===== src/rtl/mdio_master.sv =====
// Clause-22 MDIO initiator: serialises one read/write frame per accepted
// request and returns a single-cycle response. The pad tristate lives in the parent.
module mdio_master #(
  parameter int CLK_DIV = 20,
  parameter int PRE_LEN = 32
) (
  input  logic        clk,
  input  logic        rstn,
  input  logic        req_vld,
  output logic        req_ack,
  input  logic        req_wr,
  input  logic [4:0]  req_phy,
  input  logic [4:0]  req_reg,
  input  logic [15:0] req_wdat,
  output logic        rsp_vld,
  output logic [15:0] rsp_dat,
  output logic        rsp_err,
  output logic        busy,
  output logic        mdc,
  output logic        mdio_o,
  output logic        mdio_oe,
  input  logic        mdio_i
);

  localparam int N     = PRE_LEN + 32;
  localparam int DIV_W = $clog2(CLK_DIV);
  localparam int BIT_W = $clog2(N);

  typedef enum logic [2:0] {
    S_IDLE, S_PRE, S_HDR, S_TA, S_DATA, S_DONE
  } state_t;

  state_t            r_state, w_state_nxt;
  logic [DIV_W-1:0]  r_div;
  logic [BIT_W-1:0]  r_bit, w_nxt_bit;
  logic              r_mdc, r_mdio_o, r_mdio_oe, r_wr, r_err;
  logic              r_rsp_vld, r_rsp_err;
  logic [15:0]       r_rdat, r_rsp_dat;
  logic [N-2:0]      r_frame;
  logic [N-1:0]      w_frame_load;
  logic              w_accept, w_framing, w_wrap, w_rise, w_bit_end, w_last;

  // Handshake: a request transfers in the cycle req_vld && req_ack; req_ack is
  // high only in IDLE, so requests presented while a frame runs are ignored.
  assign w_accept  = req_vld && (r_state == S_IDLE);
  assign w_framing = r_state inside {S_PRE, S_HDR, S_TA, S_DATA};
  assign w_wrap    = (r_div == DIV_W'(CLK_DIV - 1));
  assign w_rise    = w_framing && w_wrap && !r_mdc;
  assign w_bit_end = w_framing && w_wrap && r_mdc;
  assign w_last    = (r_bit == BIT_W'(N - 1));
  assign w_nxt_bit = r_bit + BIT_W'(1);

  // Read frames carry ones in TA/DATA; the pad is released there anyway.
  assign w_frame_load = {{PRE_LEN{1'b1}}, 2'b01, (req_wr ? 2'b01 : 2'b10),
                         req_phy, req_reg, (req_wr ? 2'b10 : 2'b11),
                         (req_wr ? req_wdat : 16'hFFFF)};

  always_comb begin
    w_state_nxt = r_state;
    case (r_state)
      S_IDLE: if (req_vld) w_state_nxt = S_PRE;
      S_PRE, S_HDR, S_TA, S_DATA: begin
        if (w_bit_end) begin
          if (w_last)                                  w_state_nxt = S_DONE;
          else if (w_nxt_bit < BIT_W'(PRE_LEN))        w_state_nxt = S_PRE;
          else if (w_nxt_bit < BIT_W'(PRE_LEN + 14))   w_state_nxt = S_HDR;
          else if (w_nxt_bit < BIT_W'(PRE_LEN + 16))   w_state_nxt = S_TA;
          else                                         w_state_nxt = S_DATA;
        end
      end
      S_DONE:  w_state_nxt = S_IDLE;
      default: w_state_nxt = S_IDLE;
    endcase
  end

  always_ff @(posedge clk) begin
    if (!rstn) begin
      r_state   <= S_IDLE;
      r_div     <= '0;
      r_bit     <= '0;
      r_mdc     <= 1'b0;
      r_mdio_o  <= 1'b1;
      r_mdio_oe <= 1'b0;
      r_frame   <= '1;
      r_wr      <= 1'b0;
      r_err     <= 1'b0;
      r_rdat    <= '0;
      r_rsp_vld <= 1'b0;
      r_rsp_dat <= '0;
      r_rsp_err <= 1'b0;
    end else begin
      r_state   <= w_state_nxt;
      r_rsp_vld <= 1'b0;
      if (w_accept) begin
        r_div     <= '0;
        r_bit     <= '0;
        r_mdc     <= 1'b0;
        r_frame   <= w_frame_load[N-2:0];
        r_mdio_o  <= w_frame_load[N-1];
        r_mdio_oe <= 1'b1;
        r_wr      <= req_wr;
        r_err     <= 1'b0;
        r_rdat    <= '0;
      end else if (w_framing) begin
        if (w_wrap) begin
          r_div <= '0;
          r_mdc <= !r_mdc;
        end else begin
          r_div <= r_div + DIV_W'(1);
        end
        // mdio_i is captured on the cycle where mdc goes high.
        if (w_rise && (r_state == S_TA) && (r_bit == BIT_W'(PRE_LEN + 15)))
          r_err <= mdio_i;
        if (w_rise && (r_state == S_DATA))
          r_rdat <= {r_rdat[14:0], mdio_i};
        if (w_bit_end) begin
          if (w_last) begin
            r_mdio_o  <= 1'b1;
            r_mdio_oe <= 1'b0;
            r_rsp_vld <= 1'b1;
            r_rsp_dat <= r_wr ? 16'h0000 : r_rdat;
            r_rsp_err <= !r_wr && r_err;
          end else begin
            r_bit     <= w_nxt_bit;
            r_frame   <= {r_frame[N-3:0], 1'b1};
            r_mdio_o  <= r_frame[N-2];
            r_mdio_oe <= r_wr || (w_nxt_bit < BIT_W'(PRE_LEN + 14));
          end
        end
      end
    end
  end

  assign req_ack = w_accept;
  assign rsp_vld = r_rsp_vld;
  assign rsp_dat = r_rsp_dat;
  assign rsp_err = r_rsp_err;
  assign busy    = w_framing;
  assign mdc     = r_mdc;
  assign mdio_o  = r_mdio_o;
  assign mdio_oe = r_mdio_oe;

endmodule


===== config.mk =====
export PLATFORM = sky130hd
export DESIGN_NAME = mdio_master
export DESIGN_NICKNAME = d
export VERILOG_FILES = /design/src/rtl/mdio_master.sv
export SDC_FILE = /design/constraint.sdc
export NUM_CORES = 1
export LEC_CHECK = 0
export ABC_AREA = 1
export CAP_MARGIN = 20
export CORE_MARGIN = 5
export CORE_UTILIZATION = 60
export DETAILED_ROUTE_END_ITERATION = 16
export GPL_TIMING_DRIVEN = 1
export PLACE_DENSITY = 0.85
export RECOVER_POWER = 50
export SYNTH_ARGS = -nofsm -noshare
export SYNTH_HDL_FRONTEND = slang
export SYNTH_SLANG_ARGS = --single-unit

===== constraint.sdc =====
create_clock -name clk -period 2.4 [get_ports clk]
set_input_delay 0.6 -clock clk [delete_from_list [all_inputs] [get_ports clk]]
set_output_delay 0.6 -clock clk [all_outputs]
set_load 0.05 [all_outputs]

[Yosys cells after proc, flatten, opt, wreduce, memory -nomap -nowiden]
Cells that the tools add are included.
Storage, ports and cells
  bits in registers: 116
  bits in latches: 0
  RAM bits: 0
  bits in read-only memories: 0
  input bits: 31
  word-level logic and storage cells: 83
  memories kept: 0
Cells by class
  add/sub/neg operators: 2
  multiply operators: 0
  divide/modulo/power cells: 0
  $lt $le $gt $ge: 3
  equality and inequality tests: 10
  shifts and indexed selects: 0
  mux-type cells: 22
  bitwise operators: 5
  reduce and logical (&&, ||, !) cells: 27
Operator list (count)
  two-way mux 32 bit: 4
  two-way mux 16 bit: 2
  < comparator 6 bit, second input constant: 3
  two-way mux 3 bit: 6
  equality test 6 bit, second input constant: 2
  AND reduction 2 bit: 6
  logical AND 1 bit: 8
  OR reduction 4 bit: 2
  two-way mux 1 bit: 7
  adder 6 x 1 -> 6 bit, second input constant: 1
  equality test 3 x 2 -> 1 bit, second input constant: 2
  inequality test 2 bit, second input constant: 3
  case mux 3 bit (2 select lines): 1
  AND reduction 3 bit: 2
  adder 5 x 1 -> 5 bit, second input constant: 1
  equality test 5 bit, second input constant: 1
  two-way mux 5 bit: 1
  inverter 1 bit: 5
  AND reduction 4 bit: 1
  nonzero test 2 bit: 2
  nonzero test 4 bit: 1
  equality test 3 x 1 -> 1 bit, second input constant: 1
  equality test 3 bit, second input constant: 1
  logical NOT 3 bit: 1
  4 further kinds: 5

[Logic depth before layout (Yosys ltp)]
  word-level depth: 8
  depth in mapped cells: 12
  mapped depth without buffers: 11

[Worst setup path after synthesis]
No wires, ideal clock.
  kind: input -> output
  from: in req_vld
  to: out req_ack
  arrival time: 1.210 ns
  setup slack: 0.590 ns
  stages: 3
  cell sequence: nand2_1 buf_2 inv_1
On the way
  longest elaborated chain between the ends: 1
RTL lines
  start: declaration: line 9  | input logic req_vld,
  logical AND 1 bit: line 45  | assign w_accept = req_vld && (r_state == S_IDLE);
  end: declaration: line 10  | output logic req_ack,
Every way passes these cells.

[Final worst setup path]
  from: reg r_mdc (netlist: mdc)
  to: out mdc
RTL lines
  start: declaration: line 36  | logic r_mdc, r_mdio_o, r_mdio_oe, r_wr, r_err;
  start signal: assignment: line 107  | r_mdc <= !r_mdc;
  end: declaration: line 19  | output logic mdc,
No word-level cell between the ends.

==> impl_metrics.csv <==
group,metric,value,unit
grt,grt_max_degree,49,
yosys,yosys_warnings,0,
power_and_ir_drop,swShare,28.05,%
yosys,yosysUniqueCellTypes,31,
floorplan,die_area,9598,sq um
worst_setup_path,regToRegSetupSlack,0.18,ns
placement,placed_area,5205,sq um
power_and_ir_drop,intPower,3864,uW
clock_network,clock-sinks,116,
drt,route.vias.total,4280,
clock_network,cts.htree.levels,4,
worst_setup_path,critPathCapture,"mdc",
clock_network,clock_path_buffers,2,
clock_network,cts_buffers,17,
placement,dp.cells,730,
hold_path,hold_path.class,"flip-flop to flip-flop",
run,max_cap_viol_count,0,
timing,rsz0062_at_grt,"no",
yosys,synthesis.area,4643,sq um
status,status,"completed",
power_and_ir_drop,p_per_area,932.7,nW/um^2
floorplan,die_h,97.97,um
worst_setup_path,reg2reg_depth,8,
layout,syn_to_final_growth,24.01,%
timing,finalSetupViolations,0,
layout,final_layout_size_suffix_gt1_share,8.649,%
timing,fin_setup_tns,0,ns
worst_setup_path,max_stage_delay,0.83,ns
hold_path,min_from,"r_frame[33]$_SDFFE_PP1P_",
power_and_ir_drop,clkPwrFrac,45.4,%
clock_network,root_buffer,"clkbuf_8",
layout,diodes,0,
worst_setup_path,crit_family,"buffers and inverters",
drt,antenna_left,0,
drt,vias_per_cell,5.624,
grt,grt_pass1_vias,4011,
timing,period_share,96.93,%
floorplan,num_rows,32,
worst_setup_path,cp.buffers_inverters,1,
timing,maxSlewViolCount,0,
drt,drtIter0Drc,244,
power_and_ir_drop,combPwrFrac,13.7,%
grt,overflow,0,
grt,grt_util_all_layers,23.07,%
floorplan,core-area,7647,sq um
layout,layout.cells.non_filler,761,
power_and_ir_drop,ir_drop,602.9,uV
floorplan,io_pins,54,
yosys,ys_top_cells_by_area,"dfxtp_1, nand2_1, nand3_1, o21ai_0, a21oi_1",
placement,hpwl,6575,um
worst_setup_path,start_kind,"flip-flop",
power_and_ir_drop,seqPwrFrac,40.9,%
clock_network,cts_tree,"done",
worst_setup_path,rr_startpoint,"r_bit[0]$_SDFFE_PP0P_",
worst_setup_path,worst-setup-path-type,"flip-flop to primary output",
drt,route.detailed.drc,0,
yosys,syn-num-nets,635,
timing,finalHoldViolCount,0,
worst_setup_path,slowest_stage,"clkdlybuf4s50_1",
drt,wl_per_cell,14.44,um
worst_setup_path,end_kind,"primary output",
timing,hold_ws,0.4522,ns
layout,fin_nets,680,
worst_setup_path,path_depth,1,
layout,fillers,541,
worst_setup_path,critPathLaunch,"mdc$_SDFFE_PP0N_",
layout,layout_commonest_cell,"nand2_1",
yosys,synth-seq-cells,116,
drt,first_pass_iters,5,
layout,fin_area,5758,sq um
yosys,yosys.area.top_type_share,50.01,%
timing,fin_crit,2.326,ns
worst_setup_path,cp_data_arrival_time,1.73,ns
timing,max_freq,0.4299,GHz
layout,final_cell_mix,"nand2_1, dfxtp_1, nand3_1, clkdlybuf4s50_1",
timing,clock_skew,0.007727,ns
yosys,synth-seq-area-share,50.01,%
worst_setup_path,critical_path.max_fanout,4,
power_and_ir_drop,p_sw,1506,uW
yosys,postSynthAreaPerCell,7.713,sq um
floorplan,fp.dieW,97.97,um
placement,gp_congestion,0.8876,
worst_setup_path,critical_path_required,1.80,ns
power_and_ir_drop,p_leak,0.002388,uW
drt,wl,10990,um
yosys,synth_top_cell_by_area,"dfxtp_1",
worst_setup_path,worstPathCellList,"clkdlybuf4s50_1",
clock_network,clock_latency,0.52,ns
clock_network,clk_pin_slew,0.06,ns
power_and_ir_drop,total_power,5371,uW
grt,grt_pass1_wl,18240,um
floorplan,initial_utilization,60.72,%
timing,slew_headroom,59.91,%
placement,io_buffers,53,
worst_setup_path,rr_endpoint,"r_bit[0]$_SDFFE_PP0P_",
grt,antenna_found_initial,0,
clock_network,postCtsSetupBuffers,0,
yosys,syn_inst,602,
timing,worst_slew_pin_slew,0.6013,ns
==> through the flow <==
stage / worst slack (ns) / util [%]
2_1_floorplan: 0.5903 / -
3_3_place_gp: 0.2556 / 68.06
3_5_place_dp: 0.1747 / 68.06
4_1_cts: 0.05685 / 75.65
5_1_grt: 0.02961 / 75.29
6_report: 0.07365 / 75.29
==> state kept, by name (all words and copies together), names as in the netlist <==
name	cells
mdc	1
mdio_o	1
mdio_oe	1
r_bit	6
r_div	5
r_err	1
r_frame	63
r_rdat	16
r_state	3
r_wr	1
rsp_dat	16
rsp_err	1
rsp_vld	1
==> cell families after synthesis <==
kind of cell	after synthesis	synth area share [%]
adders and majority gates	2	0.5389
AOI/OAI and AO/OA	87	10.29
buffers and inverters	80	7.895
and+or+nand+nor	315	30.88
xor gates and xnor gates	2	0.3773
DFF	116	50.01
==> worst min path at each step <==
stage / to / slack, ns / cells after the start
floorplan: r_frame[16]$_SDFFE_PN1P_ / 0.43 / 2
global placement: r_frame[50]$_SDFFE_PP1P_ / 0.44 / 2
detailed placement: r_frame[34]$_SDFFE_PP1P_ / 0.44 / 2
CTS: r_frame[34]$_SDFFE_PP1P_ / 0.45 / 2
global route: r_frame[39]$_SDFFE_PP1P_ / 0.47 / 2
finish: r_frame[34]$_SDFFE_PP1P_ / 0.45 / 2
==> synthesized netlist by cell type <==
library cell  count
nand4_1          25
ha_1              2
nand2_2           4
nand3_1          91
dfxtp_1         116
a31oi_1           3
inv_1            35
xor2_1            2
nor2_1           32
nor3_1            5
clkinv_1          1
nor2_8            1
o22ai_1           1
nand3b_1          1
a21oi_1          33
nor4_1            1
clkbuf_1         15
buf_2            15
inv_2             3
buf_6             3
nor2_2            1
nor3_2            2
nand2_1         148
o21ai_0          35
a211oi_1         15
buf_4             6
nor3b_1           1
and3_1            1
inv_4             1
buf_1             1
nand2_4           2
==> routing by layer <==
layer,part of all wire (%),vias up,GRT usage (%)
met1,42,2013,27.74
met4,1.0,0,8.839
met2,51,140,38.90
li1,-,2112,-
met3,5.4,15,6.786
met5,0,-,0
==> final cells by class <==
class | instances | area [sq um] | share of cell area, %
Sequential cell | 116 | 2322 | 40.33
Multi-Input combinational cell | 406 | 1937 | 33.64
Timing Repair Buffer | 66 | 640.6 | 11.13
Clock buffer | 18 | 427.9 | 7.432
Clock inverter | 13 | 152.6 | 2.651
Inverter | 40 | 150.1 | 2.608
Tap cell | 102 | 127.6 | 2.216
==> repair_timing <==
action | 4_1_cts | 5_1_grt
hold buffers | 0 | 0
gates resized for setup | 0 | 1
endpoints found under the setup margin | 0 | 7
endpoints found under the hold margin | 0 | 0
==> power by group through the flow <==
stage               clock network [uW]  logic, uW  registers (uW)
global placement                     0        706            2220
finish                            2440        736            2200
detailed placement                   0        735            2230
global route                      2560        826            2210
CTS                               2460        747            2190
floorplan                            0        519            2220
No activity file was read; power rests on OpenSTA's default activity.
